<file path="src/rtl/lsu_byte_sequencer.sv">
// lsu_byte_sequencer
// Splits one RISC-V load/store request (LB/LH/LW/LBU/LHU/SB/SH/SW) into
// 1, 2 or 4 consecutive byte accesses on a byte-wide synchronous RAM with a
// one-cycle registered read. Load bytes are assembled little-endian and
// sign- or zero-extended to 32 bits.
//
// Ports:
//   clk, rst             clock, asynchronous active-high reset
//   req_valid            request strobe, taken on an edge while busy=0
//   req_we               1=store, 0=load
//   req_funct3           RISC-V funct3 (access size and signedness)
//   req_addr             byte address, only [ADDR_W-1:0] used
//   req_wdata            store data
//   busy                 sequencer not idle, requests ignored
//   done                 one-cycle pulse when a request finishes
//   err                  qualifies done: illegal funct3
//   rdata                load result, held until the next load completes
//   mem_we/mem_a/mem_wd  RAM write enable, address, write data
//   mem_rd               RAM read data, valid the cycle after mem_a
module lsu_byte_sequencer #(
    parameter int ADDR_W = 10
) (
    input  logic              clk,
    input  logic              rst,
    input  logic              req_valid,
    input  logic              req_we,
    input  logic [2:0]        req_funct3,
    input  logic [31:0]       req_addr,
    input  logic [31:0]       req_wdata,
    output logic              busy,
    output logic              done,
    output logic              err,
    output logic [31:0]       rdata,
    output logic              mem_we,
    output logic [ADDR_W-1:0] mem_a,
    output logic [7:0]        mem_wd,
    input  logic [7:0]        mem_rd
);

    localparam logic [2:0] S_IDLE   = 3'd0;
    localparam logic [2:0] S_STORE  = 3'd1;
    localparam logic [2:0] S_LOAD   = 3'd2;
    localparam logic [2:0] S_LDRAIN = 3'd3;
    localparam logic [2:0] S_ERR    = 3'd4;

    localparam logic [ADDR_W-1:0] A_ONE = ADDR_W'(1);

    logic [2:0]  state;
    logic [1:0]  k;          // index of the byte currently on mem_a
    logic [1:0]  last;       // L-1 for the accepted request
    logic [2:0]  funct3;
    logic [31:0] wdata_sh;   // store bytes not yet presented, LSB first
    logic [23:0] byte_buf;   // load bytes 0..2; byte 3 never needs buffering

    // The upper address bits are outside the attached RAM and are dropped.
    logic unused_addr_bits;
    assign unused_addr_bits = ^req_addr[31:ADDR_W];

    function automatic logic is_legal(input logic we, input logic [2:0] f3);
        if (we)
            return (f3 == 3'b000) || (f3 == 3'b001) || (f3 == 3'b010);
        return (f3 != 3'b011) && (f3 != 3'b110) && (f3 != 3'b111);
    endfunction

    function automatic logic [1:0] last_index(input logic [2:0] f3);
        case (f3[1:0])
            2'b00:   return 2'd0;
            2'b01:   return 2'd1;
            default: return 2'd3;
        endcase
    endfunction

    function automatic logic [31:0] extend(input logic [31:0] raw, input logic [2:0] f3);
        case (f3)
            3'b000:  return {{24{raw[7]}}, raw[7:0]};
            3'b001:  return {{16{raw[15]}}, raw[15:0]};
            3'b100:  return {24'h0, raw[7:0]};
            3'b101:  return {16'h0, raw[15:0]};
            default: return raw;
        endcase
    endfunction

    // In LDRAIN the final byte is still on mem_rd, so it is merged directly.
    logic [31:0] assembled;
    always_comb begin
        assembled = 32'h0;
        case (last)
            2'd0:    assembled = {24'h0, mem_rd};
            2'd1:    assembled = {16'h0, mem_rd, byte_buf[7:0]};
            default: assembled = {mem_rd, byte_buf};
        endcase
    end

    assign busy = (state != S_IDLE);

    always_ff @(posedge clk or posedge rst) begin
        if (rst) begin
            state    <= S_IDLE;
            k        <= 2'd0;
            last     <= 2'd0;
            funct3   <= 3'd0;
            wdata_sh <= 32'h0;
            byte_buf <= 24'h0;
            done     <= 1'b0;
            err      <= 1'b0;
            rdata    <= 32'h0;
            mem_we   <= 1'b0;
            mem_a    <= '0;
            mem_wd   <= 8'h0;
        end else begin
            done <= 1'b0;
            err  <= 1'b0;
            case (state)
                S_IDLE: begin
                    if (req_valid) begin
                        funct3 <= req_funct3;
                        last   <= last_index(req_funct3);
                        k      <= 2'd0;
                        if (!is_legal(req_we, req_funct3)) begin
                            state <= S_ERR;
                        end else if (req_we) begin
                            state    <= S_STORE;
                            mem_we   <= 1'b1;
                            mem_a    <= req_addr[ADDR_W-1:0];
                            mem_wd   <= req_wdata[7:0];
                            wdata_sh <= {8'h0, req_wdata[31:8]};
                        end else begin
                            state <= S_LOAD;
                            mem_a <= req_addr[ADDR_W-1:0];
                        end
                    end
                end
                S_STORE: begin
                    if (k == last) begin
                        state  <= S_IDLE;
                        mem_we <= 1'b0;
                        done   <= 1'b1;
                    end else begin
                        k        <= k + 2'd1;
                        mem_a    <= mem_a + A_ONE;
                        mem_wd   <= wdata_sh[7:0];
                        wdata_sh <= {8'h0, wdata_sh[31:8]};
                    end
                end
                S_LOAD: begin
                    // mem_rd now carries the byte addressed one cycle earlier.
                    case (k)
                        2'd1:    byte_buf[7:0]   <= mem_rd;
                        2'd2:    byte_buf[15:8]  <= mem_rd;
                        2'd3:    byte_buf[23:16] <= mem_rd;
                        default: ;
                    endcase
                    if (k == last) begin
                        state <= S_LDRAIN;
                    end else begin
                        k     <= k + 2'd1;
                        mem_a <= mem_a + A_ONE;
                    end
                end
                S_LDRAIN: begin
                    rdata <= extend(assembled, funct3);
                    state <= S_IDLE;
                    done  <= 1'b1;
                end
                S_ERR: begin
                    state <= S_IDLE;
                    done  <= 1'b1;
                    err   <= 1'b1;
                end
                default: state <= S_IDLE;
            endcase
        end
    end

endmodule

</file>
<file path="config.mk">
export PLATFORM = sky130hd
export DESIGN_NAME = lsu_byte_sequencer
export DESIGN_NICKNAME = d
export VERILOG_FILES = /design/src/rtl/lsu_byte_sequencer.sv
export SDC_FILE = /design/constraint.sdc
export NUM_CORES = 1
export LEC_CHECK = 0
export BUFFER_PORTS_ARGS = -buffer_cell sky130_fd_sc_hd__buf_2
export CAP_MARGIN = 25
export CORE_MARGIN = 2
export CORE_UTILIZATION = 54
export DETAILED_ROUTE_END_ITERATION = 10
export PLACE_DENSITY_LB_ADDON = 0.1
export SETUP_SLACK_MARGIN = 0.5
export SLEW_MARGIN = 15
export SYNTH_ARGS = -nofsm -noshare
export SYNTH_HDL_FRONTEND = slang
export SYNTH_SLANG_ARGS = --single-unit
export TNS_END_PERCENT = 50
</file>
<file path="constraint.sdc">
create_clock -name clk -period 3.67 [get_ports clk]
set_input_delay 0 -clock clk [delete_from_list [all_inputs] [get_ports clk]]
set_output_delay 0 -clock clk [all_outputs]
set_load 0.005 [all_outputs]
</file>
Word level (Yosys, flattened, before mapping) --
Cells that the tools add are included.
Operators by class: add/subtract/negate cells 2, multiply operators 0, divide/modulo/power cells 0, order comparisons 0, equal/unequal tests 25, shift-type cells 0, mux-type cells 41, bitwise operators 0, reductions and logical operators 23
Operators with widths (count):
- $mux W32 | 4
- $pmux W32 S2 | 2
- $pmux W32 S4 | 1
- $mux W8 | 4
- $mux W10 | 3
- $pmux W10 S2 | 1
- $pmux W8 S2 | 1
- $ne A2 B2 Y1 const B | 7
- $mux W1 | 13
- $mux W3 | 4
- $add A10 B1 Y10 const B | 1
- $reduce_and A5 Y1 | 2
- $eq A3 B1 Y1 const B | 3
- $eq A3 B2 Y1 const B | 3
- $eq A3 B3 Y1 const B | 3
- $logic_not A3 Y1 | 3
- $pmux W3 S3 | 1
- $pmux W2 S2 | 2
- $reduce_and A2 Y1 | 4
- $eq A2 B1 Y1 const B | 3
- $mux W2 | 3
- $ne A3 B3 Y1 const B | 2
- $reduce_and A3 Y1 | 2
- $eq A2 B2 Y1 const B | 2
- 11 further kinds | 17
Storage, ports and cells: register bits after elaboration 119, latch bits 0, RAM bits 0, memory bits (read-only) 0, input port bits 79, output and inout bits 54, logic and storage cells 105, memories kept 0

Longest topological paths before layout --
Gate-level depths: netlist of the first run.
depth after elaboration 10, mapped depth 7, gate-level depth less buffers 5

Worst setup path after synthesis of the first run --
No wires, ideal clock.
path type register to register, from reg state[1], to reg mem_wd[0], setup time 127 ps, arrival time 1766 ps, required time 3543 ps, slack 1777 ps, cell stages (with the launch flop) 6, buffers on the path 2, cells stage by stage dfrtp_1 buf_4 nor3b_2 clkbuf_1 mux2_2 mux2_1
On the way: word-level cells in the longest chain between the ends 3
RTL lines:
- from (decl) | RTL line 48 | logic [2:0] state;
- from (signal assigned) | RTL line 98 | state <= S_IDLE;
- from (signal assigned) | RTL line 120 | state <= S_ERR;
- from (signal assigned) | RTL line 122 | state <= S_STORE;
- $eq A3 B1 Y1 or $logic_not A3 Y1 (tied branches) | RTL line 113 | case (state)
- $ne A2 B2 Y1 (no source line) or $reduce_bool A2 Y1 (tied branches)
- $reduce_and A5 Y1 (no source line)
- to (signal assigned) | RTL line 125 | mem_wd <= req_wdata[7:0];
- to (signal assigned) | RTL line 141 | mem_wd <= wdata_sh[7:0];
- to (decl) | RTL line 36 | output logic [7:0] mem_wd,
Parallel ways exist; a longest one is shown, timed or not. A chain may end at the register's enable or synchronous reset.

Worst setup path in the final report of the first run --
from reg state[1], to reg mem_a[1]
On the way: word-level cells in the longest chain between the ends 4
RTL lines:
- $eq A3 B2 Y1 or $eq A3 B1 Y1 (tied branches) | RTL line 113
- $reduce_or A2 Y1 (no source line)
- $ne A2 B2 Y1 (no source line) or $reduce_bool A2 Y1 (tied branches)
- $reduce_and A4 Y1 (no source line)
- to (signal assigned) | RTL line 124 | mem_a <= req_addr[ADDR_W-1:0];
- to (signal assigned) | RTL line 129 | mem_a <= req_addr[ADDR_W-1:0];
- to (signal assigned) | RTL line 140 | mem_a <= mem_a + A_ONE;
- to (decl) | RTL line 35 | output logic [ADDR_W-1:0] mem_a,
Parallel ways exist; a longest one is shown, timed or not.

==> reports/qor.csv, run 1 <==
metric,value,unit
dp_hpwl,7610,µm
required_time_reported_for_the_critical_path_endpoint,3930,ps
grt_first_pass_wirelength,19800,µm
outcome,"finished, final reports clean",
grt_antenna_before_repair,0,
fraction_of_post_synthesis_cell_area_in_the_top_cell_type_by_area,51.5,%
stdcell_count,734,
cp-start-kind,flop,
synthCells,448,
yosysWarningCount,0,
clock-sinks,111,
power_density,832,mW/mm²
final_number_of_hold_violating_endpoints,0,
maxSlewHeadroom,51.9,%
part_of_the_cycle_the_worst_path_needs,64.2,%
cts-hold-fix-buffers,54,
worst-setup-path-type,flop to flop,
cts_inserted_buffers,9,
cts_setup_buffers,0,
dieWidth,104,µm
ys.flop_type,dfrtp_1,
io_pins,133,
overflow,0,
route.vias.total,3998,
count_of_port_buffers_added_during_placement,110,
cts_buffer_depth,2,
design.final.nets,681,
ys_types,55,
gr-usage-all-layers,22.8,%
crit_fanout,15,
layout-drive-gt1-share,38.1,%
design.die.area,0.0108,mm²
grt_setup_unrepaired,false,
synth_enable_flop_cells,0,
routabilityCongestion,0.783,
power.total,5.61,mW
drt_iter0_markers,145,
pin_count_of_the_biggest_net_entering_global_routing,58,
ys_seq_area_share,51.5,%
timing.setup.tns,0,ps
synthesis.area,0.00540,mm²
timing_worst_slew_pin_value,722,ps
placedCellCount,665,
wl,11900,µm
holdWs,16.5,ps
n_antenna_cell,0,
worst_path_cell_trace,xor2_4 -> o211ai_4 -> a21oi_2 -> mux2_2,
rows,36,
synth.largest_area_cell,dfrtp_1,
max-cap-violations,0,
drc,0,
cts_tree,yes,
fp.coreArea,0.00973,mm²
power.static_leakage,2.96,nW
first_global_vias,3882,
timing_max_transition_violations_final,0,
hold_class,input pin to flop,
cts.clk_slew.worst_paths,100,ps
cts-htree-levels,3,
cts-root-buf,clkbuf_8,
cts_resized,0,
worstSetupEndpointType,flop,
synth_nets,531,
syn_avg_cell_area,12.0,µm²
data_arrival_time_at_the_worst_slack_endpoint,2620,ps
drt-vias-per-instance,5.45,
vdd_ir_drop_max,0.455,mV
max_freq,425,MHz
firstDrtPassIters,4,
worst_path_largest_cell_delay,820,ps
wl_per_cell,16.2,µm
fp.dieH,104,µm
worst_clock_skew,7.37,ps
period_minus_slack,2360,ps
clk-insertion-delay-late,370,ps
yosys-top-cells-area,"dfrtp_1, mux2_2, nor2_1",
ant_nets,0,
synth.ff_latch_count,111,
start_util,55.5,%
setup_viol,0,
proportion_of_register_bits_with_asynchronous_set_or_reset_after_synthesis,100,%
timing.critical_path.slowest_stage_cell,dfrtp_1,
postLayoutCoreUtil,69.2,%
syn_to_final_growth,24.9,%
final cells by class:
cell class | count | area, µm²
fillers | 756 | 2990
flip-flops and latches | 111 | 2780
multi-input cells | 299 | 2410
repair buffers | 170 | 1150
well taps | 133 | 166
clock buffers | 11 | 131
clock inverters | 3 | 68.8
inverters | 7 | 28.8
path summary, 6_finish.rpt:
check	slack, ps	startpoint	endpoint	cells after the start
worst max register to register	1310	state[1]	mem_a[1]	4
min in group asynchronous	220	rst	rdata[8]	3
max in group asynchronous	2590	rst	mem_a[3]	4
worst min-delay path	20	req_wdata[29]	wdata_sh[21]	3
worst max-delay path	1310	state[1]	mem_a[1]	4
worst min register to register	500	mem_wd[0]	mem_wd[0]	1
per-stage QoR:
step	cell area, µm²	worst slack (ps)
floorplan	5400	739
global placement	5980	1180
detailed placement	5980	1130
CTS	6720	1120
global route	6740	1190
finish	6740	1310
Yosys cell counts (all sizes together) (2+ instances only):
cell type	instances
mux2i	10
nor2b	9
clkbuf	6
o22a	8
nor3	5
a31oi	17
buf	25
ha	4
nand3b	3
a21oi	10
and3	5
nand4	2
xnor2	2
a2bb2oi	8
nand2	33
o21ai	7
a221oi	8
dfrtp	111
xor2	3
nor2	37
mux2	86
a211oi	2
o22ai	4
and4	2
and2	2
a22oi	7
nand3	11
inv	6
layer usage:
| layer | up-vias | track usage [%] | share of wire, % |
|---|---|---|---|
| met2 | 87 | 37.2 | 49 |
| li1 | 1919 | - | - |
| met1 | 1980 | 31.3 | 46 |
| met4 | 0 | 7.82 | 1.3 |
| met3 | 12 | 3.51 | 3.6 |
| met5 | - | 0 | 0 |
cell families after synthesis:
group,count (synthesis),share of synthesized area (%)
and+or+nand+nor,114,10.3
buffers and inverters,38,3.90
adders and majority gates,4,0.928
DFF,111,51.5
AOI/OAI and AO/OA,80,11.9
xor gates and xnor gates,5,1.65
muxes,96,19.8
power by group:
part / switching, mW / internal (mW) / total [mW]
logic: 1.16 / 1.36 / 2.52
clock network: 0.396 / 0.381 / 0.777
registers: 0.477 / 1.83 / 2.31
worst max-delay path: cells and delay by family (launching register included):
| kind | cells | cell delay [ps] |
|---|---|---|
| flip-flops | 1 | 820 |
| AO/OA/AOI/OAI | 2 | 700 |
| multiplexers | 1 | 380 |
| XOR/XNOR | 1 | 350 |
registers in the layout, indices dropped and copies added (netlist names):
signal,count
k,2
mem_we,1
rdata,32
state,3
byte_buf,24
mem_wd,8
funct3,3
done,1
last,2
wdata_sh,24
err,1
mem_a,10
placed cells by master (no fill, tap or decap), drive strengths merged, types with 8 or more instances in the layout:
master         n
a21oi         10
a221oi         8
a2bb2oi        8
a31oi         17
buf          116
clkbuf        11
dfrtp        111
dlygate4sd3   54
mux2          86
mux2i         10
nand2         33
nand3         11
nor2          37
nor2b          9
o22a           8
Note: power is estimated with default switching activity, not from simulation.
==> inputs of run 2 (changes only) <==
==> constraint.sdc (replaced) <==
create_clock -name clk -period 2.2 [get_ports clk]
set_input_delay 0 -clock clk [delete_from_list [all_inputs] [get_ports clk]]
set_output_delay 0 -clock clk [all_outputs]
set_load 0.005 [all_outputs]
==> run 2 against run 1 <==
Effect of this change:
- routed wire length grew 25%
- clock-buffer cell count increased by 1
- clock power up 67%
- combinational power increased by 150%
- non-clock buffer count grew 52
- largest power group unchanged
==> reports/qor.csv, run 2 (synthesis gave the netlist of run 1 again) <==
metric,value,unit,change
cts_tree,yes,,unchanged
layout-drive-gt1-share,46.3,%,was 38.1%
grt_antenna_before_repair,0,,unchanged
final_number_of_hold_violating_endpoints,0,,unchanged
cts_buffer_depth,2,,unchanged
timing_max_transition_violations_final,0,,unchanged
drt_iter0_markers,250,,was 145
first_global_vias,4376,,was 3882
largest_register,rdata,,unchanged
wl_per_cell,18.8,µm,was 16.2 µm
maxSlewHeadroom,60.7,%,was 51.9%
route.vias.total,4466,,was 3998
clk-insertion-delay-late,380,ps,was 370 ps
part_of_the_cycle_the_worst_path_needs,84.0,%,was 64.2%
largest_registers,"rdata: 32 flops, byte_buf: 24 flops, wdata_sh: 24 flops",,unchanged
cts.clk_slew.worst_paths,100,ps,about the same
rows,36,,unchanged
wl,14900,µm,was 11900 µm
cts_inserted_buffers,9,,unchanged
grt_first_pass_wirelength,22300,µm,was 19800 µm
timing_worst_slew_pin_value,590,ps,was 722 ps
worst_setup_slack_after_placement,166,ps,was 1130 ps
routabilityCongestion,0.803,,was 0.783
timing.critical_path.slowest_stage_cell,dfrtp_2,,was dfrtp_1
crit_fanout,8,,was 15
crit_cells,5,,was 4
worstSetupEndpointType,flop,,unchanged
most-common-layout-cells,"buf_2, dfrtp_1, mux2_2",,"was dfrtp_1, buf_2, mux2_2"
period_minus_slack,1850,ps,was 2360 ps
setup_ws,353,ps,was 1310 ps
worstRegToRegCells,5,,was 4
start_util,55.5,%,unchanged
drc,0,,unchanged
data_arrival_time_at_the_worst_slack_endpoint,2120,ps,was 2620 ps
worst_path_cell_trace,nor3b_4 -> buf_6 -> buf_16 -> mux2_2 -> mux2_4,,was xor2_4 -> o211ai_4 -> a21oi_2 -> mux2_2
vdd_ir_drop_max,0.852,mV,was 0.455 mV
power.total,11.4,mW,was 5.61 mW
flip_flop_count_of_the_largest_register_after_layout,32,,unchanged
ant_nets,0,,unchanged
mostFrequentLayoutCell,buf_2,,was dfrtp_1
io_pins,133,,unchanged
design.final.nets,734,,was 681
fp.dieH,104,µm,unchanged
max-cap-violations,0,,unchanged
power.static_leakage,3.38,nW,was 2.96 nW
max_freq,541,MHz,was 425 MHz
required_time_reported_for_the_critical_path_endpoint,2470,ps,was 3930 ps
worst_clock_skew,10.1,ps,was 7.37 ps
syn_to_final_growth,40.1,%,was 24.9%
fp.coreArea,0.00973,mm²,unchanged
outcome,"finished, final reports clean",,unchanged
overflow,0,,unchanged
pin_count_of_the_biggest_net_entering_global_routing,112,,was 58
crit_family,multiplexers,,was flip-flops
cp-start-kind,flop,,unchanged
power_density,1500,mW/mm²,was 832 mW/mm²
dp_hpwl,7330,µm,was 7610 µm
design.die.area,0.0108,mm²,unchanged
num-fill-cells,628,,was 756
holdPathStages,4,,was 3
count_of_port_buffers_added_during_placement,110,,unchanged
grt_setup_unrepaired,true,,was false
dieWidth,104,µm,unchanged
gr-usage-all-layers,25.8,%,was 22.8%
hold_class,input pin to flop,,unchanged
n_antenna_cell,0,,unchanged
path_buf_inv,2,,was 0
drt-vias-per-instance,5.66,,was 5.45
cts-root-buf,clkbuf_8,,unchanged
clock-sinks,111,,unchanged
setup_viol,0,,unchanged
timing.setup.tns,0,ps,unchanged
cts-htree-levels,3,,unchanged
worst_path_largest_cell_delay,500,ps,was 820 ps
worst-setup-path-type,flop to flop,,unchanged
firstDrtPassIters,5,,was 4
## run 2: power breakdown
| part | total (mW) | internal, mW | switching (mW) |
|---|---|---|---|
| Sequential | 3.82 | 3.06 | 0.750 |
| Clock | 1.30 | 0.595 | 0.704 |
| Combinational | 6.25 | 3.54 | 2.72 |
| Total | 11.4 | 7.20 | 4.17 |
## run 2: metal layers
metal | wire length [µm] | GRT usage, %
met1 | 6310 | 34.1
met2 | 7740 | 43.4
met3 | 562 | 4.39
met4 | 237 | 8.69
met5 | 0 | 0
## run 2: timing repair
item / in CTS / in global routing
cloned: 4 / 4
pin swaps: 8 / 3
endpoints found under the hold margin: 190 / 0
hold buffers: 55 / 0
endpoints found under the setup margin: 100 / 95
gates resized for setup: 23 / 37
buffers inserted: 28 / 7
## run 2: area by class of cell
type                    instances  area [µm²]  share of cell area, %
repair buffers                222        1750                   23.1
clock inverters                 4        52.6                  0.695
clock buffers                  12         155                   2.05
well taps                     133         166                   2.20
flip-flops and latches        111        2790                   36.8
multi-input cells             300        2630                   34.7
inverters                       7        30.0                  0.397
## run 2: worst paths after layout
| path | startpoint | end | slack (ps) |
|---|---|---|---|
| worst max-delay path | state[1] | wdata_sh[12] | 350 |
| worst min-delay path | req_addr[0] | mem_a[0] | 110 |
| worst max register to register | state[1] | wdata_sh[12] | 350 |
| worst min register to register | wdata_sh[15] | wdata_sh[15] | 510 |
| max in group asynchronous | rst | state[2] | 1410 |
| min in group asynchronous | rst | rdata[26] | 330 |
## run 2: worst register-to-register path, delay by kind of cell, from the launching register on
family                 cells  cell delay, ps
DFF                        1             500
buffers and inverters      2             340
muxes                      2             630
and+or+nand+nor            1             270
## run 2: stage by stage
stage                     area [µm²]  std cells  util (%)  hold slack [ps]
after detailed placement        6100        675      62.7              228
final                           7560        789      77.7              115
after CTS                       7250        778      74.6             89.5
after global placement          6100        675      62.7              220
after floorplan                 5400        448         -              129
after global routing            7560        789      77.7              123
